`src/rtl/uart_pkg.sv`:
```
`default_nettype none
// ============================================================================
// Module      : uart_pkg
// Description : Shared types and constants for the parametrised UART receiver.
//               Defines the receiver state encoding, the parity-mode encodings
//               and a helper that turns the running XOR of a frame into a
//               parity-error flag.
// Revision    : 1.0 - initial release
// ============================================================================
package uart_pkg;

    typedef enum logic [2:0] {
        IDLE   = 3'd0,
        START  = 3'd1,
        DATA   = 3'd2,
        PARITY = 3'd3,
        STOP   = 3'd4
    } rx_state_t;

    localparam int PAR_NONE = 0;
    localparam int PAR_ODD  = 1;
    localparam int PAR_EVEN = 2;

    // xor_all is the XOR of every data bit and the received parity bit.
    // Odd parity expects that XOR to be 1, even parity expects 0.
    function automatic logic parity_error(input int mode, input logic xor_all);
        logic err;
        err = 1'b0;
        case (mode)
            PAR_ODD:  err = ~xor_all;
            PAR_EVEN: err = xor_all;
            default:  err = 1'b0;
        endcase
        return err;
    endfunction

endpackage
`default_nettype wire

```
`src/rtl/uart_rx_sampler.sv`:
```
`default_nettype none
// ============================================================================
// Module      : uart_rx_sampler
// Description : Front end of the UART receiver. Brings the asynchronous RX pin
//               into the clock domain through two flops, detects the falling
//               edge that marks a start bit and produces the bit decision used
//               by the receiver FSM.
//               Build option UART_RX_MAJORITY_EN: bit_val is the 2-of-3
//               majority of rx_s over three consecutive cycles; otherwise
//               bit_val is rx_s itself.
// Ports       : clk      - system clock
//               rst_n    - asynchronous active-low reset
//               in_data  - raw RX pin, idle high
//               rx_s     - synchronised RX line
//               rx_fall  - rx_s went 1 -> 0 on this cycle
//               bit_val  - bit decision (single sample or majority)
// Revision    : 1.0 - initial release
// ============================================================================
module uart_rx_sampler (
    input  logic clk,
    input  logic rst_n,
    input  logic in_data,
    output logic rx_s,
    output logic rx_fall,
    output logic bit_val
);

    logic r_sync1;
    logic r_sync2;
    logic r_rx_d1;     // rx_s delayed by one cycle

`ifdef UART_RX_MAJORITY_EN
    logic r_rx_d2;     // rx_s delayed by two cycles

    always_ff @(posedge clk or negedge rst_n) begin
        if (!rst_n) begin
            r_rx_d2 <= 1'b1;
        end else begin
            r_rx_d2 <= r_rx_d1;
        end
    end

    // Evaluated one cycle after the nominal mid-bit point, so the three
    // taps cover mid-1, mid and mid+1.
    assign bit_val = (r_sync2 & r_rx_d1) | (r_sync2 & r_rx_d2) | (r_rx_d1 & r_rx_d2);
`else
    assign bit_val = r_sync2;
`endif

    // Reset to the idle level so leaving reset never looks like a start bit.
    always_ff @(posedge clk or negedge rst_n) begin
        if (!rst_n) begin
            r_sync1 <= 1'b1;
            r_sync2 <= 1'b1;
            r_rx_d1 <= 1'b1;
        end else begin
            r_sync1 <= in_data;
            r_sync2 <= r_sync1;
            r_rx_d1 <= r_sync2;
        end
    end

    assign rx_s    = r_sync2;
    assign rx_fall = r_rx_d1 & ~r_sync2;

endmodule
`default_nettype wire

```
`src/rtl/uart_rx_param.sv`:
```
`default_nettype none
// ============================================================================
// Module      : uart_rx_param
// Description : Parametrised UART receiver with configurable data width,
//               parity mode, stop-bit count and bit-period divider. Rejects
//               false starts, checks parity and stop bits, and presents each
//               word on a valid/ready interface with sticky overrun detection.
//               Build option UART_RX_MAJORITY_EN: 2-of-3 majority bit
//               decisions, all sample points one cycle later.
// Parameters  : CLK_DIV   - clk cycles per bit (>= 16)
//               DATA_BITS - data bits per frame (5..9)
//               PARITY    - 0 none, 1 odd, 2 even
//               STOP_BITS - 1 or 2
// Ports       : clk           - system clock
//               rst_n         - asynchronous active-low reset
//               in_data       - raw RX pin, idle high
//               o_data        - received word, LSB first on the line
//               o_valid       - o_data and error flags are valid
//               i_ready       - consumer accepts the word
//               o_parity_err  - parity mismatch for o_data
//               o_frame_err   - a stop bit was sampled low for o_data
//               o_overrun     - sticky, a word was overwritten unread
//               i_clr_overrun - clears o_overrun
//               busy          - frame reception in progress
// Revision    : 1.0 - initial release
// ============================================================================
module uart_rx_param #(
    parameter int CLK_DIV   = 10416,
    parameter int DATA_BITS = 8,
    parameter int PARITY    = 0,
    parameter int STOP_BITS = 1
) (
    input  logic                 clk,
    input  logic                 rst_n,
    input  logic                 in_data,
    output logic [DATA_BITS-1:0] o_data,
    output logic                 o_valid,
    input  logic                 i_ready,
    output logic                 o_parity_err,
    output logic                 o_frame_err,
    output logic                 o_overrun,
    input  logic                 i_clr_overrun,
    output logic                 busy
);

    import uart_pkg::*;

    localparam int BAUD_W = $clog2(CLK_DIV);
    localparam int BIT_W  = $clog2(DATA_BITS + 1);

`ifdef UART_RX_MAJORITY_EN
    localparam int c_SAMPLE_OFS = 1;
`else
    localparam int c_SAMPLE_OFS = 0;
`endif

    // Only the start-bit check carries the majority offset: the baud counter
    // restarts from that point, so every later sample inherits the shift.
    localparam logic [BAUD_W-1:0] c_HALF_CNT  = BAUD_W'(CLK_DIV / 2 - 1 + c_SAMPLE_OFS);
    localparam logic [BAUD_W-1:0] c_FULL_CNT  = BAUD_W'(CLK_DIV - 1);
    localparam logic [BIT_W-1:0]  c_LAST_BIT  = BIT_W'(DATA_BITS - 1);
    localparam logic [BIT_W-1:0]  c_LAST_STOP = BIT_W'(STOP_BITS - 1);

    logic w_rx_s;
    logic w_rx_fall;
    logic w_bit_val;

    rx_state_t            r_state;
    logic [BAUD_W-1:0]    r_baud_cnt;
    logic [BIT_W-1:0]     r_bit_cnt;
    logic [DATA_BITS-1:0] r_shift;
    logic                 r_par_err;
    logic                 r_frame_err;
    logic                 r_done;
    logic                 r_busy;

    uart_rx_sampler u_sampler (
        .clk     (clk),
        .rst_n   (rst_n),
        .in_data (in_data),
        .rx_s    (w_rx_s),
        .rx_fall (w_rx_fall),
        .bit_val (w_bit_val)
    );

    // ------------------------------------------------------------------------
    // Receive FSM
    // ------------------------------------------------------------------------
    always_ff @(posedge clk or negedge rst_n) begin
        if (!rst_n) begin
            r_state     <= IDLE;
            r_baud_cnt  <= '0;
            r_bit_cnt   <= '0;
            r_shift     <= '0;
            r_par_err   <= 1'b0;
            r_frame_err <= 1'b0;
            r_done      <= 1'b0;
            r_busy      <= 1'b0;
        end else begin
            r_done <= 1'b0;
            case (r_state)
                IDLE: begin
                    // A line held low after a break never produces a new
                    // edge, so the receiver waits here until it recovers.
                    if (w_rx_fall && !w_rx_s) begin
                        r_state    <= START;
                        r_baud_cnt <= '0;
                        r_busy     <= 1'b1;
                    end
                end

                START: begin
                    if (r_baud_cnt == c_HALF_CNT) begin
                        if (w_bit_val) begin
                            // Line is back high at mid start bit: glitch.
                            r_state <= IDLE;
                            r_busy  <= 1'b0;
                        end else begin
                            r_state     <= DATA;
                            r_bit_cnt   <= '0;
                            r_baud_cnt  <= '0;
                            r_par_err   <= 1'b0;
                            r_frame_err <= 1'b0;
                        end
                    end else begin
                        r_baud_cnt <= r_baud_cnt + BAUD_W'(1);
                    end
                end

                DATA: begin
                    if (r_baud_cnt == c_FULL_CNT) begin
                        r_baud_cnt <= '0;
                        // Shifting in from the top leaves the first bit
                        // received at the LSB after DATA_BITS samples.
                        r_shift <= {w_bit_val, r_shift[DATA_BITS-1:1]};
                        if (r_bit_cnt == c_LAST_BIT) begin
                            r_bit_cnt <= '0;
                            r_state   <= (PARITY != PAR_NONE) ? uart_pkg::PARITY : STOP;
                        end else begin
                            r_bit_cnt <= r_bit_cnt + BIT_W'(1);
                        end
                    end else begin
                        r_baud_cnt <= r_baud_cnt + BAUD_W'(1);
                    end
                end

                uart_pkg::PARITY: begin
                    if (r_baud_cnt == c_FULL_CNT) begin
                        r_baud_cnt <= '0;
                        r_par_err  <= parity_error(PARITY, (^r_shift) ^ w_bit_val);
                        r_state    <= STOP;
                    end else begin
                        r_baud_cnt <= r_baud_cnt + BAUD_W'(1);
                    end
                end

                STOP: begin
                    if (r_baud_cnt == c_FULL_CNT) begin
                        r_baud_cnt <= '0;
                        if (!w_bit_val) begin
                            r_frame_err <= 1'b1;
                        end
                        // Leave at the last mid-stop sample so the next start
                        // edge is caught even in back-to-back traffic.
                        if (r_bit_cnt == c_LAST_STOP) begin
                            r_bit_cnt <= '0;
                            r_state   <= IDLE;
                            r_busy    <= 1'b0;
                            r_done    <= 1'b1;
                        end else begin
                            r_bit_cnt <= r_bit_cnt + BIT_W'(1);
                        end
                    end else begin
                        r_baud_cnt <= r_baud_cnt + BAUD_W'(1);
                    end
                end

                default: begin
                    r_state    <= IDLE;
                    r_baud_cnt <= '0;
                    r_bit_cnt  <= '0;
                    r_busy     <= 1'b0;
                end
            endcase
        end
    end

    // ------------------------------------------------------------------------
    // Output register and handshake
    // ------------------------------------------------------------------------
    always_ff @(posedge clk or negedge rst_n) begin
        if (!rst_n) begin
            o_data       <= '0;
            o_valid      <= 1'b0;
            o_parity_err <= 1'b0;
            o_frame_err  <= 1'b0;
            o_overrun    <= 1'b0;
        end else begin
            if (r_done) begin
                // A new word always wins over a handshake on the same cycle.
                o_data       <= r_shift;
                o_parity_err <= r_par_err;
                o_frame_err  <= r_frame_err;
                o_valid      <= 1'b1;
                if (o_valid && !i_ready) begin
                    o_overrun <= 1'b1;
                end else if (i_clr_overrun) begin
                    o_overrun <= 1'b0;
                end
            end else begin
                if (o_valid && i_ready) begin
                    o_valid <= 1'b0;
                end
                if (i_clr_overrun) begin
                    o_overrun <= 1'b0;
                end
            end
        end
    end

    assign busy = r_busy;

endmodule
`default_nettype wire

```
`config.mk`:
```
export PLATFORM = sky130hd
export DESIGN_NAME = uart_rx_param
export DESIGN_NICKNAME = d
export VERILOG_FILES = /design/src/rtl/uart_pkg.sv /design/src/rtl/uart_rx_sampler.sv /design/src/rtl/uart_rx_param.sv
export SDC_FILE = /design/constraint.sdc
export NUM_CORES = 1
export LEC_CHECK = 0
export CAP_MARGIN = 20
export CELL_PAD_IN_SITES_DETAIL_PLACEMENT = 1
export CELL_PAD_IN_SITES_GLOBAL_PLACEMENT = 1
export CORE_ASPECT_RATIO = 0.8
export CORE_MARGIN = 10
export CORE_UTILIZATION = 49
export DETAILED_ROUTE_END_ITERATION = 6
export PLACE_DENSITY = 0.91
export SYNTH_ARGS = -nofsm -noshare
export SYNTH_HDL_FRONTEND = slang
export SYNTH_SLANG_ARGS = --single-unit
```
`constraint.sdc`:
```
create_clock -name clk -period 4.1 [get_ports clk]
set_clock_uncertainty 0.15 [all_clocks]
set_input_delay 0.82 -clock clk [delete_from_list [all_inputs] [get_ports clk]]
set_output_delay 0.82 -clock clk [all_outputs]
set_load 0.05 [all_outputs]
```
==> impl_metrics.tcl, run 1 <==
set metrics [dict create \
    synth.ff_latch_count 46 \
    synthCells 219 \
    rows 22 \
    avgSynthCellArea_um2 10.7 \
    htree_levels 2 \
    grt_pass1_wl_um 9640 \
    crit_arrival_ns 2.80 \
    die-area_um2 7960 \
    timing.setup.tns_ns 0 \
    whs_path_depth 0 \
    drt-pass1-iter-count 4 \
    status "finished clean" \
    die_w_um 97.3 \
    grt_max_degree 47 \
    cp-start-kind "flip-flop" \
    maxSlewViolCount 0 \
    tritoncts "yes" \
    ys.warnings.count 0 \
    post-cts-setup-buffers 0 \
    finalSetupViolCount 0 \
    via_per_inst 6.08 \
    cp.depth 5 \
    synth_edf_count 0 \
    peakVddDrop_mv 0.310 \
    whs_ns 0.215 \
    endpoint_kind "flip-flop" \
    core_um2 4600 \
    yosys_most_used_dff "dfrtp_1" \
    cts.sinks 46 \
    crit_buf_inv 0 \
    cts-buffers-inserted 5 \
    routabilityCongestion 0.853 \
    wl_per_cell_um 18.4 \
    layout.nets 241 \
    required_ns 4.15 \
    antenna_found_initial 0 \
    fin_area_um2 2610 \
    diodes 0 \
    yosysSeqAreaShare_pct 49.3 \
    hpwl_um 3950 \
    synth.distinct_cells 58 \
    drtIter0Drc 96 \
    io_buffers 16 \
    period_needed_ns 2.75 \
    clockRootBuffer "clkbuf_8" \
    wl_um 5390 \
    syn_nets 228 \
    critPathMaxStageDelay_ns 0.58 \
    final_cell_mix "dfrtp_1 (43), nand2_1 (17), mux2_2 (16)" \
    p_leak_nw 1.13 \
    path_delay_family "simple AND/OR/NAND/NOR gates" \
    clockBufferDepth 2 \
    grt_use_total_pct 14.7 \
    timing.fmax_mhz 364 \
    slowest_stage "or4b_4" \
    hp-class "reg -> reg" \
    antenna_left 0 \
    r2r_cells 5 \
    clkLatencyLatePin_ns 0.31 \
    area_growth_pct 11.2 \
    drive_gt1_share_pct 15.9 \
    placed_cell_area_um2 2510 \
    die_h_um 81.8 \
    worst_slew_pin_slew_ns 0.983 \
    cts.reportedPaths.clkPinSlew_ns 0.09 \
    slew_headroom_pct 34.5 \
    initial_core_util_pct 51.0 \
    globalRouteOverflowTotal 0 \
    pwr_density_cell_nw_per_um2 341 \
    max-cap-violations 0 \
    final_common_cell "dfrtp_1" \
    vias 1781 \
    synthesis.area_um2 2340 \
    period_share_pct 67.0 \
    critical_path_class "reg -> reg" \
    drc 0 \
    worstPathCellList "or4b_4, nor4_4, o22ai_4, and3_1, a221o_1" \
    cts_hold_buf 0 \
    rsz0062_at_grt "false" \
    cts_resized 0 \
    pin_count 18 \
    synth_async_sr_flop_share_pct 100 \
    crit_fanout 27 \
    hold_viol_final 0 \
    grt_pass1_vias 1907 \
    power.total_mw 0.888 \
]
[cell type report]
class	count	area, um^2
Clock inverter	3	21.3
Fill cell	510	1990
Multi-Input combinational cell	152	1090
Tap cell	60	75.1
Timing Repair Buffer	16	155
Clock buffer	5	68.8
Inverter	11	41.3
Sequential cell	46	1150
[power by group]
group          internal, mW  leakage [nW]  switching (mW)
clock                 0.120        0.0441           0.160
combinational        0.0354         0.467          0.0624
sequential            0.474         0.623          0.0356
total                 0.630          1.13           0.258
[cells in the mapped netlist (3+ instances only)]
library cell	instances	share of area [%]
nand3_1	10	2.1
a21oi_1	12	2.6
a31oi_1	12	3.2
nand2_1	17	2.7
nor2_1	7	1.1
o31ai_1	3	0.96
inv_1	11	1.8
dfstp_2	3	3.4
nand2b_1	3	0.80
mux2_2	16	7.7
a41oi_1	3	1.1
dfrtp_1	43	46
clkbuf_1	6	0.96
and3_1	7	1.9
nor3_1	4	0.85
o21ai_0	4	0.85
ha_1	4	2.1
[per-layer routing]
| metal | wire, um | global-route usage (%) | share of wire (%) | up-vias |
|---|---|---|---|---|
| met5 | 0 | 0 | 0 | - |
| met4 | 96 | 5.80 | 1.8 | 0 |
| met3 | 283 | 3.69 | 5.2 | 10 |
| met2 | 2570 | 24.5 | 48 | 43 |
| met1 | 2450 | 18.2 | 45 | 887 |
| li1 | - | - | - | 841 |
[through the flow]
step	worst slack [ns]	utilization, %	std cells
6_report	1.35	56.7	293
4_1_cts	1.34	56.7	293
5_1_grt	1.23	56.7	293
3_5_place_dp	1.35	54.7	285
3_3_place_gp	1.47	54.7	285
2_1_floorplan	1.71	-	219
[worst paths after layout]
kind                                               end                        start  slack, ns
min                        u_sampler.bit_val$_DFF_PN1_  u_sampler.r_sync1$_DFF_PN1_       0.21
min reg2reg                u_sampler.bit_val$_DFF_PN1_  u_sampler.r_sync1$_DFF_PN1_       0.21
min in group asynchronous        o_data[4]$_DFFE_PN0P_                        rst_n       0.52
max reg2reg                  r_baud_cnt[9]$_DFFE_PN0P_    r_baud_cnt[6]$_DFFE_PN0P_       1.35
max in group asynchronous       r_state[0]$_DFFE_PN0P_                        rst_n       2.68
max                          r_baud_cnt[9]$_DFFE_PN0P_    r_baud_cnt[6]$_DFFE_PN0P_       1.35
[cells by family (layout without fill, tap and decap cells)]
kind of cell / Yosys count / count (layout) / share of synthesized area (%)
simple gates: 74 / 74 / 19.1
compound gates: 56 / 56 / 16.9
flops: 46 / 46 / 49.3
buf+inv: 21 / 35 / 4.22
mux: 17 / 17 / 8.12
fa+ha+maj: 4 / 4 / 2.14
other cells: 1 / 1 / 0.160
[flip-flops by register name, summed over array words and instances, names as in the netlist, 3 cells and up]
signal      cells
o_data          8
r_baud_cnt     14
r_bit_cnt       4
r_shift         8
r_state         3
[worst register-to-register path: cells and delay by family (launching register included)]
family	cells	cell delay [ns]
AO/OA/AOI/OAI	2	0.60
flip-flops	1	0.48
AND/OR/NAND/NOR	3	1.41
Note: power is estimated with default switching activity, not from simulation.
==> run 2: changes to the inputs <==
--- a/config.mk
+++ b/config.mk
@@ -10,9 +10,9 @@
 export CELL_PAD_IN_SITES_GLOBAL_PLACEMENT = 1
 export CORE_ASPECT_RATIO = 0.8
 export CORE_MARGIN = 10
-export CORE_UTILIZATION = 49
+export CORE_UTILIZATION = 46
 export DETAILED_ROUTE_END_ITERATION = 6
-export PLACE_DENSITY = 0.91
+export PLACE_DENSITY = 0.87
 export SYNTH_ARGS = -nofsm -noshare
 export SYNTH_HDL_FRONTEND = slang
 export SYNTH_SLANG_ARGS = --single-unit
==> constraint.sdc (replaced) <==
create_clock -name clk -period 2.76 [get_ports clk]
set_clock_uncertainty 0.15 [all_clocks]
set_input_delay 0.552 -clock clk [delete_from_list [all_inputs] [get_ports clk]]
set_output_delay 0.552 -clock clk [all_outputs]
set_load 0.05 [all_outputs]
==> run 2 against run 1 <==
Against the previous run:
- count of clock-buffer cells in the layout stayed put
- sequential power is 48% higher
- global-route usage is 1.8 points lower
- combinational power is 52% higher
- largest cell class unchanged
- critical endpoint is now r_baud_cnt[8]$_DFFE_PN0P_
- first-iteration DRC count is 45% higher
- register-to-register slack worse by 1.2 ns
- highest routed layer unchanged
- utilization is 3.4 points lower
- total power is 48% higher
- routed wire length is 0.69% lower
- final area is 1.8% higher
- non-clock buffer count is 6 higher
==> impl_metrics.tcl, run 2 (same netlist as run 1, synthesis figures left out) <==
set metrics [dict create \
    status "finished clean" \
    grt_pass1_vias 1814 \
    critical_path_class "reg -> reg" \
    globalRouteOverflowTotal 0 \
    die_w_um 99.8 \
    antenna_found_initial 0 \
    core_um2 4980 \
    crit_arrival_ns 2.65 \
    period_share_pct 93.4 \
    clockBufferDepth 2 \
    pwr_density_cell_nw_per_um2 497 \
    initial_core_util_pct 47.0 \
    required_ns 2.83 \
    cts_hold_buf 0 \
    diodes 0 \
    reg_top3 "r_baud_cnt (14), o_data (8), r_shift (8)" \
    drtIter0Drc 139 \
    maxSlewViolCount 0 \
    peakVddDrop_mv 0.274 \
    tritoncts "yes" \
    max-cap-violations 0 \
    rows 23 \
    crit_fanout 10 \
    die-area_um2 8360 \
    cts.reportedPaths.clkPinSlew_ns 0.09 \
    rsz0062_at_grt "false" \
    drc 0 \
    placed_cell_area_um2 2560 \
    htree_levels 2 \
    hold_viol_final 0 \
    cts_resized 0 \
    fin_area_um2 2650 \
    largest_register_ffs 14 \
    wl_per_cell_um 17.8 \
    drt-pass1-iter-count 4 \
    cp-start-kind "flip-flop" \
    finalSetupViolCount 0 \
    grt_pass1_wl_um 9060 \
    layout.nets 247 \
    worst_slew_pin_slew_ns 0.674 \
    routabilityCongestion 0.778 \
    slew_headroom_pct 55.0 \
    hp-class "in -> async" \
    final_common_cell "dfrtp_1" \
    final_cell_mix "dfrtp_1 (43), nand2_1 (17), mux2_2 (16)" \
    wl_um 5360 \
    timing.fmax_mhz 388 \
    r2r_cells 5 \
    die_h_um 83.8 \
    place_ws_ns 0.214 \
    clockRootBuffer "clkbuf_8" \
    p_leak_nw 1.16 \
    antenna_left 0 \
    post-cts-setup-buffers 0 \
    pin_count 18 \
    vias 1808 \
    io_buffers 16 \
    timing.setup.tns_ns 0 \
    hpwl_um 3900 \
    cts.sinks 46 \
    via_per_inst 6.01 \
    cts-buffers-inserted 5 \
    period_needed_ns 2.58 \
    final_core_util_pct 53.3 \
    endpoint_kind "flip-flop" \
    grt_max_degree 47 \
    area_growth_pct 13.2 \
    regMostFlops "r_baud_cnt" \
    clkLatencyLatePin_ns 0.31 \
    grt_use_total_pct 12.9 \
    postLayoutSetupSlackWorst_ns 0.183 \
    drive_gt1_share_pct 18.0 \
]
## run 2: changes by cell type in the layout (fill, tap and decap cells not counted)
| cell | before | now |
|---|---|---|
| buf_4 | 0 | 6 |
## run 2: worst paths after layout
| kind | startpoint | slack [ns] | to |
|---|---|---|---|
| setup / recovery | r_baud_cnt[5]$_DFFE_PN0P_ | 0.18 | r_baud_cnt[8]$_DFFE_PN0P_ |
| hold / removal | rst_n | 0.17 | o_data[5]$_DFFE_PN0P_ |
| setup reg to reg | r_baud_cnt[5]$_DFFE_PN0P_ | 0.18 | r_baud_cnt[8]$_DFFE_PN0P_ |
| hold reg to reg | u_sampler.r_sync1$_DFF_PN1_ | 0.21 | u_sampler.bit_val$_DFF_PN1_ |
| max in group asynchronous | rst_n | 1.88 | r_state[1]$_DFFE_PN0P_ |
| min in group clk | u_sampler.r_sync1$_DFF_PN1_ | 0.21 | u_sampler.bit_val$_DFF_PN1_ |
## run 2: per-stage QoR
step                      hold slack [ns]  instances  total power, mW
after floorplan                     0.106        219            0.863
after global placement              0.202        293            0.911
after detailed placement            0.201        293            0.920
after CTS                           0.197        301             1.33
after global routing                0.217        301             1.38
final                               0.174        301             1.32
## run 2: layer usage
metal | global-route usage, % | vias up | wire length (um)
li1 | - | 859 | -
met5 | 0 | - | 0
met2 | 19.5 | 30 | 2440
met3 | 3.73 | 8 | 219
met1 | 17.1 | 911 | 2620
met4 | 4.55 | 0 | 71
## run 2: power by group
part	switching (mW)	internal, mW	leakage, nW
Clock	0.236	0.178	0.0441
Combinational	0.0929	0.0561	0.497
Sequential	0.0500	0.705	0.623
Total	0.379	0.939	1.16
## run 2: final cells by class
type	instances	area (um^2)
flip-flops and latches	46	1150
fillers	549	2330
multi-input cells	152	1090
well taps	62	77.6
clock inverters	3	21.3
repair buffers	22	200
clock buffers	5	68.8
inverters	11	41.3
## run 2: critical path, stage by stage (launching register included)
cell     delay, ns
dfrtp_1       0.47
or4_1         0.62
nor4_4        0.31
a21oi_1       0.16
or3_1         0.53
a31oi_1       0.25
==> run 3: changes to the inputs <==
--- a/config.mk
+++ b/config.mk
@@ -8,7 +8,7 @@
 export CAP_MARGIN = 20
 export CELL_PAD_IN_SITES_DETAIL_PLACEMENT = 1
 export CELL_PAD_IN_SITES_GLOBAL_PLACEMENT = 1
-export CORE_ASPECT_RATIO = 0.8
+export CORE_ASPECT_RATIO = 1.1
 export CORE_MARGIN = 10
 export CORE_UTILIZATION = 46
 export DETAILED_ROUTE_END_ITERATION = 6
==> run 3 against run 2 <==
Against the previous run:
- flip-flop and latch count did not move
- sequential power hardly changed
- critical path depth stayed put
- worst hold slack got worse by 0.10 ns
- combinational power is essentially flat
- count of clock-buffer cells in the layout unchanged
- sequential share of layout area decreased by 0.25 points
- total power rose by 0.18%
- non-clock buffer count up 1
==> impl_metrics.tcl, run 3 (same netlist as run 1, synthesis figures left out) <==
set metrics [dict create \
    final_cell_mix "dfrtp_1 (43), nand2_1 (17), mux2_2 (16)" \
    slowest_stage "or4_1" \
    period_share_pct 91.9 \
    placed_cell_area_um2 2580 \
    tritoncts "yes" \
    wl_um 5170 \
    drive_gt1_share_pct 18.3 \
    die-area_um2 8350 \
    p_leak_nw 1.17 \
    critPathMaxStageDelay_ns 0.61 \
    globalRouteOverflowTotal 0 \
    worstPathCellList "or4_1, nor4_1, a221oi_1, and2_1, o31ai_2" \
    cts-buffers-inserted 5 \
    grt_pass1_wl_um 8730 \
    hold_viol_final 0 \
    cts_resized 0 \
    grt_max_degree 47 \
    vias 1840 \
    io_buffers 16 \
    finalSetupViolCount 0 \
    initial_core_util_pct 47.2 \
    reg2reg_slack_ns 0.22 \
    antenna_left 0 \
    core_um2 4970 \
    slew_headroom_pct 52.7 \
    r2r_cells 5 \
    hpwl_um 3730 \
    crit_arrival_ns 2.60 \
    final_common_cell "dfrtp_1" \
    max-cap-violations 0 \
    cp-start-kind "flip-flop" \
    fin_area_um2 2670 \
    regMostFlops "r_baud_cnt" \
    grt_use_total_pct 13.0 \
    area_growth_pct 13.9 \
    cts_hold_buf 0 \
    endpoint_kind "flip-flop" \
    rsz0062_at_grt "false" \
    drt-pass1-iter-count 4 \
    peakVddDrop_mv 0.338 \
    cts.sinks 46 \
    routabilityCongestion 0.788 \
    htree_levels 2 \
    layout.nets 248 \
    seq_area_um2 1150 \
    grt_pass1_vias 1812 \
    multi_input_area_um2 1090 \
    drtIter0Drc 69 \
    via_per_inst 6.17 \
    worst_slew_pin_slew_ns 0.709 \
    clockBufferDepth 2 \
    period_needed_ns 2.54 \
    rows 27 \
    crit_buf_inv 0 \
    fin_cells 298 \
    path_delay_family "simple AND/OR/NAND/NOR gates" \
    reg_top3 "r_baud_cnt (14), o_data (8), r_shift (8)" \
    wl_per_cell_um 17.4 \
    clockRootBuffer "clkbuf_8" \
    largest_register_ffs 14 \
    timing.fmax_mhz 394 \
    drc 0 \
    clkLatencyLatePin_ns 0.30 \
    status "finished clean" \
    whs_ns 0.0728 \
    post-cts-setup-buffers 0 \
    diodes 0 \
    timing.setup.tns_ns 0 \
    cts.reportedPaths.clkPinSlew_ns 0.09 \
    required_ns 2.82 \
    crit_fanout 8 \
    die_w_um 88.0 \
    cp.depth 5 \
    post-place-cells 290 \
    critical_path_class "reg -> reg" \
    antenna_found_initial 0 \
    die_h_um 94.8 \
    maxSlewViolCount 0 \
    pin_count 18 \
    fill_cells 565 \
    hp-class "in -> async" \
    pwr_density_cell_nw_per_um2 495 \
]
[run 3: cell types whose count changed in the layout (fill, tap and decap cells not counted)]
cell	previous run	this run
buf_12	0	1
[run 3: where the power goes]
group          internal [mW]  leakage [nW]  switching, mW
combinational         0.0580         0.507         0.0933
sequential             0.705         0.623         0.0496
clock                  0.178        0.0441          0.237
[run 3: layout make-up]
type	instances	share of cell area, %
multi-input cells	152	40.8
inverters	11	1.55
flip-flops and latches	46	43.3
well taps	58	2.72
clock buffers	5	2.58
repair buffers	23	8.26
clock inverters	3	0.797
[run 3: metal layers]
| metal | routed length [um] | GRT usage (%) |
|---|---|---|
| met5 | 0 | 0 |
| met4 | 74 | 4.71 |
| met3 | 214 | 3.10 |
| met2 | 2690 | 22.3 |
| met1 | 2190 | 15.3 |
[run 3: per-stage QoR]
stage	total power, mW	setup slack (ns)	util, %
4_1_cts	1.34	0.211	53.7
2_1_floorplan	0.863	0.371	-
3_5_place_dp	0.921	0.233	51.9
5_1_grt	1.39	0.0949	53.7
6_report	1.32	0.223	53.7
3_3_place_gp	0.913	0.237	51.9
[run 3: path summary, 6_finish.rpt]
check / startpoint / end
setup / recovery: r_baud_cnt[5]$_DFFE_PN0P_ / r_bit_cnt[0]$_DFFE_PN0P_
hold / removal: rst_n / r_baud_cnt[13]$_DFFE_PN0P_
setup reg to reg: r_baud_cnt[5]$_DFFE_PN0P_ / r_bit_cnt[0]$_DFFE_PN0P_
hold reg to reg: u_sampler.r_sync1$_DFF_PN1_ / u_sampler.bit_val$_DFF_PN1_
max in group asynchronous: rst_n / u_sampler.r_rx_d1$_DFF_PN1_
min in group clk: u_sampler.r_sync1$_DFF_PN1_ / u_sampler.bit_val$_DFF_PN1_
[run 3: worst register-to-register path: stages (launching register included)]
cell and delay (ns):
dfrtp_1 0.46, or4_1 0.61, nor4_1 0.49, a221oi_1 0.28, and2_1 0.27, o31ai_2 0.19
